==> src/rtl/alu_core.sv <==
// Byte-serial 16-bit ALU with context register and programmable result framing.
// Optional DIV on opcode 7 is enabled by defining ALU_DIV_EN.
module alu_core #(
  parameter int CTX_W = 8
) (
  input  logic             tb_clk,
  input  logic             tb_rst_n,
  input  logic             alu_ctl,
  input  logic [7:0]       alu_dat,
  input  logic [CTX_W-1:0] ctx_in,
  input  logic             ctx_val,
  input  logic [4:0]       frame_len,
  input  logic             frame_len_val,
  output logic [CTX_W-1:0] ctx_out,
  output logic             alu_ready,
  output logic [31:0]      alu_result,
  output logic             frame,
  output logic             frame_bp,
  output logic [31:0]      frame_data
);

  typedef enum logic [2:0] {IDLE, A_HI, A_LO, B_HI, B_LO} state_t;

  state_t           state_q;
  logic [2:0]       op_q;
  logic [15:0]      a_q;
  logic [7:0]       b_hi_q;
  logic             alu_ready_q;
  logic [31:0]      alu_result_q;
  logic [CTX_W-1:0] ctx_q;

  logic [4:0]       len_q, pend_q, pend_d, cnt_q;
  logic             frame_q, frame_bp_q;
  logic [31:0]      frame_data_q;

  logic [15:0]      b_full;
  logic [31:0]      a32, b32, res_d;
  logic             done, word, last;

  // The B_LO byte is consumed straight off the bus so the result is ready one edge later.
  assign b_full = {b_hi_q, alu_dat};
  assign a32    = {16'h0000, a_q};
  assign b32    = {16'h0000, b_full};
  assign done   = (state_q == B_LO) && !alu_ctl;

  always_comb begin
    res_d = '0;
    unique case (op_q)
      3'd0: res_d = a32 + b32;
      3'd1: res_d = a32 - b32;
      3'd2: res_d = a32 * b32;
      3'd3: res_d = a32 & b32;
      3'd4: res_d = a32 | b32;
      3'd5: res_d = a32 ^ b32;
      3'd6: res_d = a32 << b_full[4:0];
      3'd7: begin
`ifdef ALU_DIV_EN
        if (b_full == 16'h0000) res_d = '1;
        else                    res_d = {a_q % b_full, a_q / b_full};
`else
        res_d = '0;
`endif
      end
      default: res_d = '0;
    endcase
  end

  always_ff @(posedge tb_clk or posedge tb_rst_n) begin
    if (tb_rst_n) begin
      state_q      <= IDLE;
      op_q         <= '0;
      a_q          <= '0;
      b_hi_q       <= '0;
      alu_ready_q  <= 1'b0;
      alu_result_q <= '0;
    end else begin
      alu_ready_q <= done;
      if (done) alu_result_q <= res_d;
      if (alu_ctl) begin
        // An opcode beat in any state starts a fresh command, abandoning a partial one.
        op_q    <= alu_dat[2:0];
        state_q <= A_HI;
      end else begin
        unique case (state_q)
          IDLE:    state_q <= IDLE;
          A_HI:    begin a_q[15:8] <= alu_dat; state_q <= A_LO; end
          A_LO:    begin a_q[7:0]  <= alu_dat; state_q <= B_HI; end
          B_HI:    begin b_hi_q    <= alu_dat; state_q <= B_LO; end
          B_LO:    state_q <= IDLE;
          default: state_q <= IDLE;
        endcase
      end
    end
  end

  always_ff @(posedge tb_clk or posedge tb_rst_n) begin
    if (tb_rst_n) ctx_q <= '0;
    else if (ctx_val) ctx_q <= ctx_in;
  end

  assign pend_d = frame_len_val ? frame_len : pend_q;
  assign word   = done && (len_q != 5'd0);
  assign last   = word && ((cnt_q + 5'd1) == len_q);

  always_ff @(posedge tb_clk or posedge tb_rst_n) begin
    if (tb_rst_n) begin
      pend_q       <= '0;
      len_q        <= '0;
      cnt_q        <= '0;
      frame_q      <= 1'b0;
      frame_bp_q   <= 1'b0;
      frame_data_q <= '0;
    end else begin
      pend_q     <= pend_d;
      frame_bp_q <= last;
      // Length only changes at a frame boundary, so an in-flight frame keeps its size.
      if ((cnt_q == 5'd0) && !word) len_q <= pend_d;
      if (word) begin
        frame_data_q <= res_d;
        frame_q      <= 1'b1;
        cnt_q        <= last ? 5'd0 : cnt_q + 5'd1;
      end else begin
        if (cnt_q == 5'd0) frame_q <= 1'b0;
        if (len_q == 5'd0) frame_data_q <= '0;
      end
    end
  end

  assign ctx_out    = ctx_q;
  assign alu_ready  = alu_ready_q;
  assign alu_result = alu_result_q;
  assign frame      = frame_q;
  assign frame_bp   = frame_bp_q;
  assign frame_data = frame_data_q;

endmodule

==> config.mk <==
export PLATFORM = sky130hd
export DESIGN_NAME = alu_core
export DESIGN_NICKNAME = d
export VERILOG_FILES = /design/src/rtl/alu_core.sv
export SDC_FILE = /design/constraint.sdc
export NUM_CORES = 1
export LEC_CHECK = 0
export CORE_ASPECT_RATIO = 1.25
export CORE_UTILIZATION = 56
export DETAILED_ROUTE_END_ITERATION = 7
export PLACE_DENSITY = 0.91
export SYNTH_ARGS = -nofsm -noshare
export SYNTH_HDL_FRONTEND = slang
export SYNTH_SLANG_ARGS = --single-unit
==> constraint.sdc <==
create_clock -name tb_clk -period 6.48 [get_ports tb_clk]
set_input_delay 1.296 -clock tb_clk [delete_from_list [all_inputs] [get_ports tb_clk]]
set_output_delay 1.296 -clock tb_clk [all_outputs]
set_load 0.005 [all_outputs]
# Yosys cells after proc, flatten, opt, wreduce, memory -nomap -nowiden

Cells that the tools add are included.

Bits in registers: 120
Bits in latches: 0
Bits in writable memories: 0
ROM bits: 0
Bits of input ports: 26
Output and inout bits: 75
Memories: 0

$add $sub $neg: 3
Multiply operators: 1
Div/mod/pow operators: 0
Magnitude comparators: 0
Eq/ne operators: 12
Shift operators: 1
Mux-type cells: 9
Bitwise gates (word level): 4
Reduce and logical (&&, ||, !) cells: 15

Operator list:

| operator                                                              | number |
|---|---|
| 32-bit one-hot mux with 8 select lines                                | 1 |
| 32-bit 2-to-1 mux                                                     | 2 |
| 16-bit by 16-bit multiplier with 32-bit output                        | 1 |
| 16-bit by 5-bit << shifter with 32-bit output                         | 1 |
| 16-bit by 16-bit adder with 17-bit output                             | 1 |
| 16-bit by 16-bit subtractor with 17-bit output                        | 1 |
| 16-bit AND                                                            | 1 |
| 16-bit bitwise OR                                                     | 1 |
| 16-bit bitwise XOR                                                    | 1 |
| 3-bit equality test, second input constant                            | 5 |
| 3-bit by 2-bit equality test with 1-bit output, second input constant | 4 |
| 5-bit zero test                                                       | 2 |
| 5-bit 2-to-1 mux                                                      | 2 |
| 3-bit one-hot mux with 3 select lines                                 | 1 |
| 3-bit by 1-bit equality test with 1-bit output, second input constant | 2 |
| 2-bit AND reduction                                                   | 3 |
| 5-bit by 1-bit adder with 5-bit output, second input constant         | 1 |
| 5-bit equality test                                                   | 1 |
| 5-bit nonzero test                                                    | 1 |
| 1-bit logical AND                                                     | 4 |
| 2-bit nonzero test                                                    | 2 |
| 3-bit zero test                                                       | 1 |
| 3-bit 2-to-1 mux                                                      | 1 |
| 1-bit zero test                                                       | 2 |
| other kinds (2)                                                       | 3 |

# Logic depth before layout (Yosys ltp)

Depth after elaboration: 5
Depth in mapped cells: 27
Gate-level depth less buffers: 23

# Least setup slack after synthesis

Ideal clock, no wire load.

Path type: in2reg
Start point: in alu_dat[3]
End point: reg frame_data_q[29] (netlist: frame_data[29])
Data arrival time: 7.572 ns
Required time: 6.356 ns
Path slack: -1.216 ns
Stages on the path: 24
Buffers on the path: 5
Cell sequence: clkbuf_1 buf_1 clkbuf_1 buf_1 nand2_1 fa_1 fa_1 inv_1 fa_1 fa_1 fa_1 inv_1 fa_1 inv_1 ha_1 clkbuf_1 a21o_1 a31o_2 or3_1 o21ai_2 o21ai_0 or3_1 a31oi_1 nor2_1

Cells in the longest elaborated chain, start to end: 3
Elaborated cells on any way between the ends: 5
Classes of those cells: 1 x add/sub; 1 x mul; 1 x shift; 2 x mux

RTL lines:

| item                                                                   | RTL line | RTL |
|---|---|---|
| from (decl)                                                            | 9        | `input logic [7:0] alu_dat,` |
| 16-bit by 16-bit multiplier with 32-bit output (tied with other cells) | 51       | `3'd2: res_d = a32 * b32;` |
| 32-bit one-hot mux with 8 select lines *                               | 48       | `unique case (op_q)` |
| 32-bit 2-to-1 mux *                                                    | 118      | `if (word) begin` |
| to (signal assigned)                                                   | 119      | `frame_data_q <= res_d;` |
| to (decl)                                                              | 34       | `logic [31:0] frame_data_q;` |

Every way passes the cells marked *; elsewhere a longest branch is shown, timed or not.
A chain may end at the register's enable or synchronous reset.

# Worst setup path after layout

Start point: in alu_dat[4]
End point: reg frame_data_q[28] (netlist: frame_data[28])

The elaborated chain is that of the path after synthesis.

==> flow_summary_export.csv <==
group,metric,value,unit
worst_setup_path,cp.required,6.81,ns
route,drt_iter0_drc,1774,
layout,final_nets,2628,
job,cap_violations,0,
synth,synthTopCellsByCount,"inv_1 (285), nand2_1 (252), nor2_1 (237), fa_1 (196), ha_1 (155)",
route,vias,16700,
synth,ys_ff_latch,120,
clocking,clock-sinks,120,
hold_path,hold_path.class,"reg2reg",
worst_setup_path,startpoint_type,"primary input",
sta,final_max_slew_viol_count,0,
synth,netlist_area,16800,um^2
status,status,"finished, violations left",
placed_design,place.gp.congestion,1.03,
grt,grt_usage,43.4,%
synth,ys_types,73,
clocking,clkTransAtPathRegs,0.06,ns
worst_setup_path,cp.arrival,6.88,ns
worst_setup_path,worstReg2RegStart,"a_q[10]",
sta,rsz0062_at_grt,"yes",
sta,max_freq,153,MHz
sta,clock_skew,0.0242,ns
synth,ys.flop_type,"dfrtp_1",
route,antenna_left,0,
sta,hold_viol_final,0,
worst_setup_path,r2r_end,"frame_data[28]",
floorplan,dieWidth,157,um
synth,async_flop_share,100,%
synth,synth_nets,2376,
route,route.detailed.drc,0,
placed_design,place_hpwl,50200,um
worst_setup_path,r2r_slack,-0.02,ns
worst_setup_path,reg2reg_depth,23,
layout,n_antenna_cell,0,
hold_path,worstHoldEndpoint,"alu_result[5]",
worst_setup_path,cp_max_fo,6,
placed_design,dp_cells,2606,
clocking,cts_tree,"built",
synth,syn_area_per_cell,8.39,um^2
route,wire_per_inst,24.5,um
floorplan,initial_core_util,57.1,%
worst_setup_path,cp_num_buf_inv,10,
synth,postSynthCellCount,1999,
grt,antenna_found_initial,1,
hold_path,hold-path-cell-count,1,
grt,grt_pass1_vias,17300,
sta,relSlewSlack,26.5,%
floorplan,die_y,195,um
floorplan,coreArea,29300,um^2
status,failed_checks,"setup timing",
clocking,cts-root-buf,"clkbuf_16",
clocking,clkLatencyLatePin,0.45,ns
clocking,htree_levels,4,
worst_setup_path,critPathKind,"in2reg",
route,finalWirelength,65200,um
layout,drive_above_1_share,20.8,%
layout,design_area,21000,um^2
synth,ys_seq_area_share,17.9,%
layout,instances_no_fill,2660,
route,dr.pass1.iters,7,
worst_setup_path,crit_family,"adder cells",
clocking,clk_path_buf_depth,2,
sta,worst_pin_slew,1.10,ns
grt,grt_max_degree,82,
synth,synthTopCellsByArea,"fa_1 (23%), dfrtp_1 (18%), ha_1 (12%), inv_1 (6.4%), nand2_1 (5.6%)",
sta,post-route-period-util,101,%
placed_design,port_buffers,100,
synth,yosysTopAreaCellShare,23.4,%
placed_design,dpl_cell_area,19700,um^2
grt,grt_pass1_wl,98200,um
worst_setup_path,critPathCaptureType,"register",
hold_path,hold_path_startpoint,"alu_result[5]",
floorplan,dieArea,30600,um^2
sta,timing.final.ws_setup,-0.0710,ns
synth,yosys.cell_count.top_type,"inv_1",
floorplan,boundaryPins,101,
synth,synth-edff-count,0,
worst_setup_path,max_stage_delay,0.57,ns
sta,period_needed,6.55,ns
worst_setup_path,cpMaxStageDelayCell,"fa_1",
synth,netlist.top_cell.by_area,"fa_1",
layout,syn_to_final_growth,25.5,%
route,avgViaCountPerCell,6.28,
layout,fin_util,71.7,%
sta,setup_viol,5,
floorplan,row_count,70,
synth,yosysWarnings,0,
grt,grt-ovfl-total,0,
clocking,cts_made_buffers,17,
## worst max-delay path by stage
stage	slack, ns	cells past startpoint	start	end
3_3_place_gp	-1.04	24	alu_dat[7]	frame_data[29]
2_1_floorplan	-0.50	24	alu_dat[3]	frame_data[29]
6_report	-0.07	25	alu_dat[4]	frame_data[28]
4_1_cts	-0.06	22	alu_dat[6]	alu_result[29]
3_5_place_dp	-1.08	24	alu_dat[7]	frame_data[29]
5_1_grt	-0.16	25	alu_dat[1]	alu_result[23]
## sequential cells by signal, indices dropped and copies added (netlist names)
signal	flops
frame_bp	1
op_q	3
ctx_out	8
b_hi_q	8
cnt_q	5
pend_q	5
frame	1
a_q	16
state_q	3
frame_data	32
len_q	5
alu_ready	1
alu_result	32
## timing repair
action / CTS / global route
buffers inserted: 12 / 13
resized for setup: 94 / 98
hold buffers: 0 / 0
setup endpoints to repair: 48 / 45
pin swaps: 38 / 81
## per-stage QoR
stage | hold WS (ns) | worst slack (ns) | TNS, ns
2_1_floorplan | 0.469 | -0.499 | -7.39
4_1_cts | 0.490 | -0.0636 | -0.265
3_5_place_dp | 0.476 | -1.08 | -40.64
3_3_place_gp | 0.465 | -1.04 | -36.32
5_1_grt | 0.496 | -0.156 | -2.38
6_report | 0.489 | -0.0710 | -0.187
## placed cells by master (no fill, tap or decap), types with 12 or more instances in the layout
master           count
buf_6               16
a21o_1              17
a21oi_1             83
xnor2_1             22
nor3_1              14
nand2_1            243
mux2i_1             19
xor2_1              13
or2_2               12
clkbuf_16           17
o211ai_1            24
ha_1               140
a21oi_2             14
nor2_1             224
o21a_1              13
fa_1               179
inv_1              257
nand2b_1            17
inv_2               25
ha_4                12
clkinv_1            13
buf_4              220
mux2_2              26
fa_2                17
nand3_1             23
o21ai_0            118
mux4_2              13
dfrtp_1            120
clkdlybuf4s50_1     93
a31oi_1             14
## metal layers
layer  wire length [um]  vias to the layer above  global-route usage, %
met5                  0                        -                      0
met4               5810                        0                   32.9
met2              30200                     1214                   69.7
met3               6790                      389                   9.03
li1                   -                     7070                      -
met1              22400                     8045                   50.9
## kinds of logic after synthesis
kind of cell	Yosys count	synth area share [%]
AND/OR/NAND/NOR	612	15.5
multiplexers	58	4.63
flip-flops	120	17.9
AO/OA/AOI/OAI	413	15.7
adder cells (fa/ha/maj)	351	35.0
XOR/XNOR	38	1.99
buffers and inverters	407	9.30
## final cells by class
| type | instances | area [um^2] |
|---|---|---|
| Sequential cell | 120 | 3000 |
| Fill cell | 2054 | 8300 |
| Tap cell | 396 | 495 |
| Inverter | 299 | 1150 |
| Clock inverter | 15 | 181 |
| Clock buffer | 17 | 425 |
| Multi-Input combinational cell | 1472 | 12800 |
| Timing Repair Buffer | 341 | 2970 |
Power is left out: the tool's default activity adds up to more than one toggle a clock period on the data nets, which glitch-free logic cannot reach.
